[config.mk]
export PLATFORM = sky130hd
export DESIGN_NAME = sram_port_arbiter
export DESIGN_NICKNAME = d
export VERILOG_FILES = /design/src/rtl/sram_arb_pkg.sv /design/src/rtl/rr_arb2.sv /design/src/rtl/sram_port_arbiter.sv
export SDC_FILE = /design/constraint.sdc
export NUM_CORES = 1
export LEC_CHECK = 0
export CELL_PAD_IN_SITES_DETAIL_PLACEMENT = 0
export CELL_PAD_IN_SITES_GLOBAL_PLACEMENT = 1
export CORE_ASPECT_RATIO = 1.2
export CORE_UTILIZATION = 28
export CTS_CLUSTER_DIAMETER = 40
export DETAILED_ROUTE_END_ITERATION = 7
export HOLD_SLACK_MARGIN = 0.08
export PLACE_DENSITY_LB_ADDON = 0.15
export SKIP_LAST_GASP = 1
export SYNTH_ARGS = -nofsm -noshare
export SYNTH_HDL_FRONTEND = slang
export SYNTH_SLANG_ARGS = --single-unit
export TNS_END_PERCENT = 10
[constraint.sdc]
create_clock -name clk -period 1.5 [get_ports clk]
set_input_delay 0.3 -clock clk [delete_from_list [all_inputs] [get_ports clk]]
set_output_delay 0.3 -clock clk [all_outputs]
set_load 0.02 [all_outputs]
[src/rtl/sram_arb_pkg.sv]
// Shared types for the scratch-SRAM port arbiter.
// Port tag and per-stage valid/tag bundle.
package sram_arb_pkg;

  localparam int NUM_PORTS = 2;
  localparam int PORT_W = $clog2(NUM_PORTS);

  typedef logic [PORT_W-1:0] port_t;

  typedef struct packed {
    logic  vld;
    port_t tag;
  } stage_t;

endpackage

[src/rtl/rr_arb2.sv]
// Two-way arbiter with per-port eligibility requests.
// SRAM_ARB_FIXED_PRIO_EN selects fixed priority (port 0 wins).
module rr_arb2 (
  input  logic       clk,
  input  logic       rst_n,
  input  logic [1:0] req_i,
  output logic [1:0] gnt_o
);

`ifdef SRAM_ARB_FIXED_PRIO_EN

  logic unused_clk_rst;
  assign unused_clk_rst = clk ^ rst_n;

  // Port 0 always wins when it asks
  always_comb begin
    gnt_o = '0;
    if (req_i[0]) begin
      gnt_o[0] = 1'b1;
    end else if (req_i[1]) begin
      gnt_o[1] = 1'b1;
    end
  end

`else

  // ptr_q = 1 means port 1 is favoured
  logic ptr_q;
  logic ptr_d;

  // Pointer register, favours port 0 out of reset
  always_ff @(posedge clk) begin
    if (!rst_n) begin
      ptr_q <= 1'b0;
    end else begin
      ptr_q <= ptr_d;
    end
  end

  // Grant favoured port on contention, then flip to the other
  always_comb begin
    gnt_o = '0;
    ptr_d = ptr_q;
    if (req_i[0] && (!req_i[1] || !ptr_q)) begin
      gnt_o[0] = 1'b1;
      ptr_d    = 1'b1;
    end else if (req_i[1]) begin
      gnt_o[1] = 1'b1;
      ptr_d    = 1'b0;
    end
  end

`endif

endmodule

[src/rtl/sram_port_arbiter.sv]
// Shares one single-port scratch SRAM between two requesters.
// Build option: SRAM_ARB_FIXED_PRIO_EN (fixed priority arbitration).
module sram_port_arbiter
  import sram_arb_pkg::*;
#(
  parameter int ADDR_WIDTH = 4,
  parameter int DATA_WIDTH = 8
) (
  input  logic                  clk,
  input  logic                  rst_n,
  input  logic                  req0_valid,
  output logic                  req0_ready,
  input  logic                  req0_we,
  input  logic [ADDR_WIDTH-1:0] req0_addr,
  input  logic [DATA_WIDTH-1:0] req0_wdata,
  input  logic                  req1_valid,
  output logic                  req1_ready,
  input  logic                  req1_we,
  input  logic [ADDR_WIDTH-1:0] req1_addr,
  input  logic [DATA_WIDTH-1:0] req1_wdata,
  output logic                  rsp0_valid,
  output logic [DATA_WIDTH-1:0] rsp0_rdata,
  output logic                  rsp1_valid,
  output logic [DATA_WIDTH-1:0] rsp1_rdata,
  output logic                  sram_cs,
  output logic                  sram_we,
  output logic [ADDR_WIDTH-1:0] sram_addr,
  output logic [DATA_WIDTH-1:0] sram_din,
  input  logic [DATA_WIDTH-1:0] sram_dout,
  output logic                  busy
);

  stage_t s1_q, s1_d;
  stage_t s2_q, s2_d;
  stage_t s3_q, s3_d;

  logic                  cs_q, cs_d;
  logic                  we_q, we_d;
  logic [ADDR_WIDTH-1:0] addr_q, addr_d;
  logic [DATA_WIDTH-1:0] din_q, din_d;
  logic [DATA_WIDTH-1:0] rd0_q, rd0_d;
  logic [DATA_WIDTH-1:0] rd1_q, rd1_d;

  logic [1:0]            elig;
  logic [1:0]            gnt;
  logic                  s1_rd;
  logic                  sel_we;
  logic [ADDR_WIDTH-1:0] sel_addr;
  logic [DATA_WIDTH-1:0] sel_wdata;

  // A read sitting in S1 needs the next cycle to stay a read
  assign s1_rd = s1_q.vld & ~we_q;

  assign elig[0] = rst_n & req0_valid & (~req0_we | ~s1_rd);
  assign elig[1] = rst_n & req1_valid & (~req1_we | ~s1_rd);

  rr_arb2 u_arb (
    .clk   (clk),
    .rst_n (rst_n),
    .req_i (elig),
    .gnt_o (gnt)
  );

  assign req0_ready = gnt[0];
  assign req1_ready = gnt[1];

  assign sel_we    = gnt[1] ? req1_we    : req0_we;
  assign sel_addr  = gnt[1] ? req1_addr  : req0_addr;
  assign sel_wdata = gnt[1] ? req1_wdata : req0_wdata;

  // S1 issue: new access, capture hold cycle, or idle bus
  always_comb begin
    s1_d   = '0;
    cs_d   = 1'b0;
    we_d   = 1'b0;
    addr_d = '0;
    din_d  = '0;
    if (|gnt) begin
      s1_d.vld = 1'b1;
      s1_d.tag = port_t'(gnt[1]);
      cs_d     = 1'b1;
      we_d     = sel_we;
      addr_d   = sel_addr;
      din_d    = sel_we ? sel_wdata : '0;
    end else if (s1_rd) begin
      cs_d   = 1'b1;
      addr_d = addr_q;
    end
  end

  // S2 capture and S3 respond bookkeeping
  always_comb begin
    s2_d.vld = s1_rd;
    s2_d.tag = s1_q.tag;
    s3_d     = s2_q;
    rd0_d    = rd0_q;
    rd1_d    = rd1_q;
    if (s2_q.vld && s2_q.tag == port_t'(0)) begin
      rd0_d = sram_dout;
    end
    if (s2_q.vld && s2_q.tag == port_t'(1)) begin
      rd1_d = sram_dout;
    end
  end

  // Pipeline registers, all cleared by reset
  always_ff @(posedge clk) begin
    if (!rst_n) begin
      s1_q   <= '0;
      s2_q   <= '0;
      s3_q   <= '0;
      cs_q   <= 1'b0;
      we_q   <= 1'b0;
      addr_q <= '0;
      din_q  <= '0;
      rd0_q  <= '0;
      rd1_q  <= '0;
    end else begin
      s1_q   <= s1_d;
      s2_q   <= s2_d;
      s3_q   <= s3_d;
      cs_q   <= cs_d;
      we_q   <= we_d;
      addr_q <= addr_d;
      din_q  <= din_d;
      rd0_q  <= rd0_d;
      rd1_q  <= rd1_d;
    end
  end

  assign sram_cs    = cs_q;
  assign sram_we    = we_q;
  assign sram_addr  = addr_q;
  assign sram_din   = din_q;
  assign rsp0_valid = s3_q.vld & (s3_q.tag == port_t'(0));
  assign rsp1_valid = s3_q.vld & (s3_q.tag == port_t'(1));
  assign rsp0_rdata = rd0_q;
  assign rsp1_rdata = rd1_q;
  assign busy       = s1_q.vld | s2_q.vld | s3_q.vld;

endmodule

**Word-level counts from Yosys, hierarchy flattened**

Cells that the tools add are included.

- Register bits: 37
- Input port bits: 38
- Output and inout bits: 35
- Word-level logic and storage cells: 54

- Equal/unequal tests: 1
- Mux-type cells: 13
- Bitwise logic cells: 17
- Reduce and logical (&&, ||, !) cells: 10

Operators with widths:

| cell | number |
|---|---|
| two-way mux 4 bit | 3 |
| two-way mux 1 bit | 8 |
| two-way mux 8 bit | 1 |
| bitwise AND 1 bit | 7 |
| inverter 1 bit | 6 |
| bitwise OR 1 bit | 4 |
| logical AND 1 bit | 3 |
| AND reduction 3 bit | 1 |
| logical NOT 1 bit | 2 |
| two-way mux 2 bit | 1 |
| inequality test 2 x 1 -> 1 bit (second input constant) | 1 |
| AND reduction 2 bit | 1 |
| nonzero test 2 bit | 1 |
| OR reduction 2 bit | 1 |
| logical OR 1 bit | 1 |

**Depth between registers and ports, before layout**

Gate-level depths: netlist (run 1).

- Depth in word-level cells: 11
- Mapped depth: 6
- Gate-level depth less buffers: 4

**Modules after synthesis**

From an unflattened synthesis (run 1), not the netlist that was laid out.

- Cells, all modules: 139
- Area total of the unflattened synthesis: 1420.1 um^2

Modules (own cells, without submodules):

| module | times used | cells an instance | area an instance (um^2) | seq. area each (um^2) |
|---|---|---|---|---|
| sram_port_arbiter | 1 | 132 | 1358.8 | 720.7 |
| rr_arb2 | 1 | 7 | 61.3 | 20.0 |

**Least setup slack after synthesis (run 1)**

Ideal clock, no wire load.

- Path type: reg2reg
- Start: register we_q, in the netlist sram_we
- End: register din_q[0], in the netlist sram_din[0]
- Setup time: 0.128 ns
- Arrival time: 1.374 ns
- Required time: 1.372 ns
- Setup slack: -0.002 ns
- Stages on the path, launching flop included: 6
- Buffers on the path: 1
- Period minus slack after synthesis: 1.502 ns
- Cells stage by stage: dfxtp_1 -> and3b_2 -> a211oi_4 -> buf_8 -> mux2i_1 -> nor2_1

- Cells in the longest elaborated chain, start to end: 11
- Elaborated cells on any way between the ends: 17
- Those cells by class: mux (5); bitwise (7); reduce/logical (5)

RTL lines:

| what | line | RTL |
|---|---|---|
| start, declared | sram_port_arbiter.sv:38 | `logic we_q, we_d;` |
| start signal, assigned | sram_port_arbiter.sv:123 | `we_q <= we_d;` |
| inverter 1 bit * | sram_port_arbiter.sv:52 | `assign s1_rd = s1_q.vld & ~we_q;` |
| bitwise AND 1 bit * | sram_port_arbiter.sv:52 |  |
| inverter 1 bit * | sram_port_arbiter.sv:54, sram_port_arbiter.sv:55 |  |
| bitwise OR 1 bit | sram_port_arbiter.sv:55 | `assign elig[1] = rst_n & req1_valid & (~req1_we \| ~s1_rd);` |
| bitwise AND 1 bit | sram_port_arbiter.sv:55 |  |
| logical NOT 1 bit | rr_arb2.sv:44 | `if (req_i[0] && (!req_i[1] \|\| !ptr_q)) begin` |
| logical OR 1 bit | rr_arb2.sv:44 |  |
| logical AND 1 bit | rr_arb2.sv:44 |  |
| two-way mux 1 bit * | rr_arb2.sv:44 |  |
| named net req1_ready | sram_port_arbiter.sv:17 | `output logic req1_ready,` |
| two-way mux 1 bit / OR reduction 2 bit (equally long branches) | sram_port_arbiter.sv:67, sram_port_arbiter.sv:78 |  |
| AND reduction 3 bit (no line) | -- |  |
| end signal, assigned | sram_port_arbiter.sv:125 | `din_q <= din_d;` |
| end, declared | sram_port_arbiter.sv:40 | `logic [DATA_WIDTH-1:0] din_q, din_d;` |

The timed path passes the listed nets; every way through them passes the cells marked *.
A chain may end at the register's enable or synchronous reset.

**Final worst setup path (run 1)**

- Start: register s1_q[1] (netlist name)
- End: output port req0_ready

- Cells in the longest elaborated chain, start to end: 8
- Elaborated cells on any way between the ends: 10
- Those cells by class: mux (1); bitwise (6); reduce/logical (3)

RTL lines:

| what | line | RTL |
|---|---|---|
| start, declared | sram_port_arbiter.sv:33 | `stage_t s1_q, s1_d;` |
| start signal, assigned | sram_port_arbiter.sv:109 | `s1_q <= '0;` |
| start signal, assigned | sram_port_arbiter.sv:119 | `s1_q <= s1_d;` |
| bitwise AND 1 bit * | sram_port_arbiter.sv:52 |  |
| inverter 1 bit * | sram_port_arbiter.sv:54, sram_port_arbiter.sv:55 |  |
| bitwise OR 1 bit | sram_port_arbiter.sv:55 |  |
| bitwise AND 1 bit | sram_port_arbiter.sv:55 |  |
| logical NOT 1 bit | rr_arb2.sv:44 |  |
| logical OR 1 bit | rr_arb2.sv:44 |  |
| logical AND 1 bit * | rr_arb2.sv:44 |  |
| two-way mux 1 bit * | rr_arb2.sv:44 |  |
| end, declared | sram_port_arbiter.sv:12 | `output logic req0_ready,` |

Mark *: on every way between the ends. The rest lies on a longest branch, timed or not.

==> results of run 1 <==
worst paths after layout:
kind / slack (ns) / end / cells after the start / from
hold reg to reg: 0.44 / s2_q[0] / 1 / s1_q[0]
hold / removal: 0.41 / s1_q[0] / 3 / rst_n
setup / recovery: -0.1 / req0_ready / 4 / s1_q[1]
setup reg to reg: 0.01 / sram_din[0] / 5 / s1_q[1]
cell usage in the layout (no fill, tap or decap):
master	netlist	layout
a211oi_1	1	1
or2b_1	1	1
a21o_1	3	3
and3_1	2	2
buf_6	0	3
a22o_1	3	3
nand3b_4	1	1
o21ai_2	0	1
or3_4	0	1
nor2b_4	0	1
dfxtp_2	0	1
a21oi_1	9	9
nand3b_1	1	1
clkdlybuf4s50_1	0	61
mux2i_1	16	16
buf_12	0	1
clkbuf_8	0	7
a211oi_4	1	1
nor2_2	1	1
nand2_2	1	1
a2bb2oi_1	1	1
o211ai_2	1	1
and2_1	5	5
and3b_2	1	1
dlygate4sd2_1	0	3
dfxtp_4	0	1
buf_4	0	20
nor2b_1	1	1
a221oi_1	1	1
nand2_1	13	13
a221o_1	1	1
nand2b_1	1	1
clkinv_2	0	1
nor2_1	18	18
nand3_1	8	8
dfxtp_1	37	35
dlymetal6s2s_1	0	5
inv_1	6	6
routing by layer:
layer | vias up | wire length [um] | global-route usage
li1 | 668 | - | -
met1 | 607 | 1400 | 0.135
met2 | 64 | 1810 | 0.260
met3 | 6 | 360 | 0.0686
met4 | 0 | 49 | 0.0574
met5 | - | 0 | 0
Yosys cell counts, types with 2 or more instances:
master	n
a21o_1	3
a21oi_1	9
a22o_1	3
and2_1	5
and3_1	2
buf_2	2
clkbuf_1	3
dfxtp_1	37
inv_1	6
mux2i_1	16
nand2_1	13
nand3_1	8
nor2_1	18
worst register-to-register path, cell delays in order (launching register included):
cell,delay (ns)
dfxtp_4,0.35
and3b_2,0.25
a211oi_4,0.22
buf_4,0.26
mux2i_1,0.23
nor2_1,0.06
timing repair:
item                                   4_1_cts  5_1_grt
setup endpoints to repair                   46       47
pin swaps                                    2        1
buffers inserted                             0        1
gates resized for setup                     24        7
endpoints found under the hold margin        0        0
through the flow:
| stage | std cells | hold slack, ns | setup TNS (ns) |
|---|---|---|---|
| floorplan | 143 | 0.410 | 0 |
| global placement | 287 | 0.414 | -5.82 |
| detailed placement | 287 | 0.432 | -6.41 |
| CTS | 295 | 0.449 | -2.17 |
| global route | 296 | 0.416 | -2.71 |
| finish | 296 | 0.412 | -0.575 |
report_power, final:
| part | internal [mW] | switching, mW | total, mW |
|---|---|---|---|
| sequential | 1.03 | 0.0235 | 1.05 |
| combinational | 0.272 | 0.200 | 0.472 |
| clock | 0.415 | 0.335 | 0.750 |
registers in the layout, summed over array words and instances (netlist names):
| register | flops |
|---|---|
| sram_addr | 4 |
| sram_din | 8 |
| s1_q | 2 |
| u_arb.ptr_q | 1 |
| sram_cs | 1 |
| s2_q | 2 |
| rsp0_rdata | 8 |
| sram_we | 1 |
| rsp1_rdata | 8 |
| s3_q | 2 |
cells by family after synthesis:
kind of cell / after synthesis / synth area share
AO/OA/AOI/OAI: 22 / 0.118
buffers and inverters: 12 / 0.0416
multiplexers: 16 / 0.113
flip-flops: 37 / 0.524
AND/OR/NAND/NOR: 56 / 0.203
layout make-up:
cell class	count	area share
timing repair buffer	93	0.366
sequential	37	0.302
multi-input combinational	94	0.253
clock buffer	7	0.0390
tap	58	0.0294
inverter	6	0.00911
clock inverter	1	0.00203
==> qor.csv, run 1 <==
stage,metric,value,unit
run_status,outcome,"complete, but fails checks",
run_status,violations,negative setup slack,
placement,place_area,2330,um^2
logic_synthesis,avgSynthCellArea,9.88,um^2
worst_setup_path,cp-start-kind,flip-flop,
worst_setup_path,required,1.20,ns
floorplanning,die_h,79.8,um
sta,relSlewSlack,0.807,
logic_synthesis,yosys.area.top_type,dfxtp_1,
placement,dp_hpwl,2880,um
placement,gp_congestion,0.788,
finish,multi_input_area,626,um^2
logic_synthesis,syn_inst,143,
power_and_ir_drop,vdd.ir_drop.worst,0.403,mV
placement,dp_slack,-0.716,ns
logic_synthesis,synth-edff-count,0,
worst_setup_path,crit_buf_inv,1,
sta,skew,0.00585,ns
route,wire_per_inst,12.2,um
worst_setup_path,worstSetupPathType,reg -> out,
route,avgViaCountPerCell,4.54,
global_routing,grt_max_degree,17,
cts,hold_buffers,0,
sta,finalHoldViolCount,0,
route,dr.pass1.iters,4,
logic_synthesis,synth_nets,181,
route,drc,0,
route,ant_nets,0,
floorplanning,ios,73,
logic_synthesis,synth_seq_cells,37,
logic_synthesis,synth_cell_types,31,
floorplanning,die_width,66.8,um
cts,worst_skew_pair.late_latency,0.28,ns
finish,n_fill_cell,434,
logic_synthesis,synth_area_leaders,"dfxtp_1 52%, mux2i_1 11%, nor2_1 4.8%",
worst_setup_path,crit_family,flip-flops,
logic_synthesis,synth_ff_type,dfxtp_1,
cts,numClockSinks,37,
placement,port_buffers,72,
worst_setup_path,cpMaxStageDelayCell,dfxtp_4,
job,max_cap_viol_count,0,
sta,final.period_utilization,1.07,
floorplanning,dieArea,5330,um^2
sta,rsz0062_at_grt,true,
sta,slew_viol_final,0,
global_routing,antenna_found_initial,0,
power_and_ir_drop,leakage,1.13,nW
route,vias,1345,
power_and_ir_drop,power_density,921,nW/um^2
worst_setup_path,cp_slowest_stage_delay,0.35,ns
sta,min_period,1.60,ns
global_routing,gr-total-overflow,0,
finish,design_area,2470,um^2
cts,clk_pin_slew,0.07,ns
sta,max_freq,626,MHz
cts,cts_tree,yes,
worst_setup_path,arrival,1.30,ns
floorplanning,initial_utilization,0.299,
cts,clk_path_buf_depth,2,
global_routing,grt_pass1_wl,5780,um
route,drtIter0Drc,56,
power_and_ir_drop,total_power,2.28,mW
sta,worstMarginPinSlew,0.290,ns
finish,final_util,0.522,
global_routing,grtUsageTotal,0.143,
logic_synthesis,ys_warn_count,0,
finish,register_area,746,um^2
finish,drive_above_1_share,0.181,
worst_setup_path,crit_fanout,4,
route,wl,3620,um
logic_synthesis,yosysSeqAreaShare,0.524,
cts,cts_max_level,2,
finish,finalNetCount,275,
floorplanning,coreArea,4730,um^2
finish,syn2layout_area_growth,74.9,%
worst_setup_path,cp-end-kind,output port,
min_path,holdCritPathClass,in -> reg,
logic_synthesis,async_flop_share,0,
global_routing,grt_pass1_vias,1382,
logic_synthesis,synth_top_area_frac,0.524,
sta,worst_slack,-0.0984,ns
logic_synthesis,synth.cell_area,1410,um^2
floorplanning,rows,27,
worst_setup_path,path_cells,and3b_2 > o21ai_2 > nor2_2 > buf_4,
finish,n_antenna_cell,0,
cts,cts_made_buffers,5,
cts,root_buffer,clkbuf_8,
sta,setup_viol,24,
Power figures use the tool's default switching activity.
==> run 2: changes to the inputs <==
Settings changed: SLEW_MARGIN set to 30.
==> results of run 2 <==
The final DEF is identical to that of run 1; final timing and power are the same.
==> run 3: changes to the inputs <==
Settings changed: CTS_CLUSTER_DIAMETER 40 to unset.
==> results of run 3 <==
The final DEF is identical to that of run 1; final timing and power are the same.
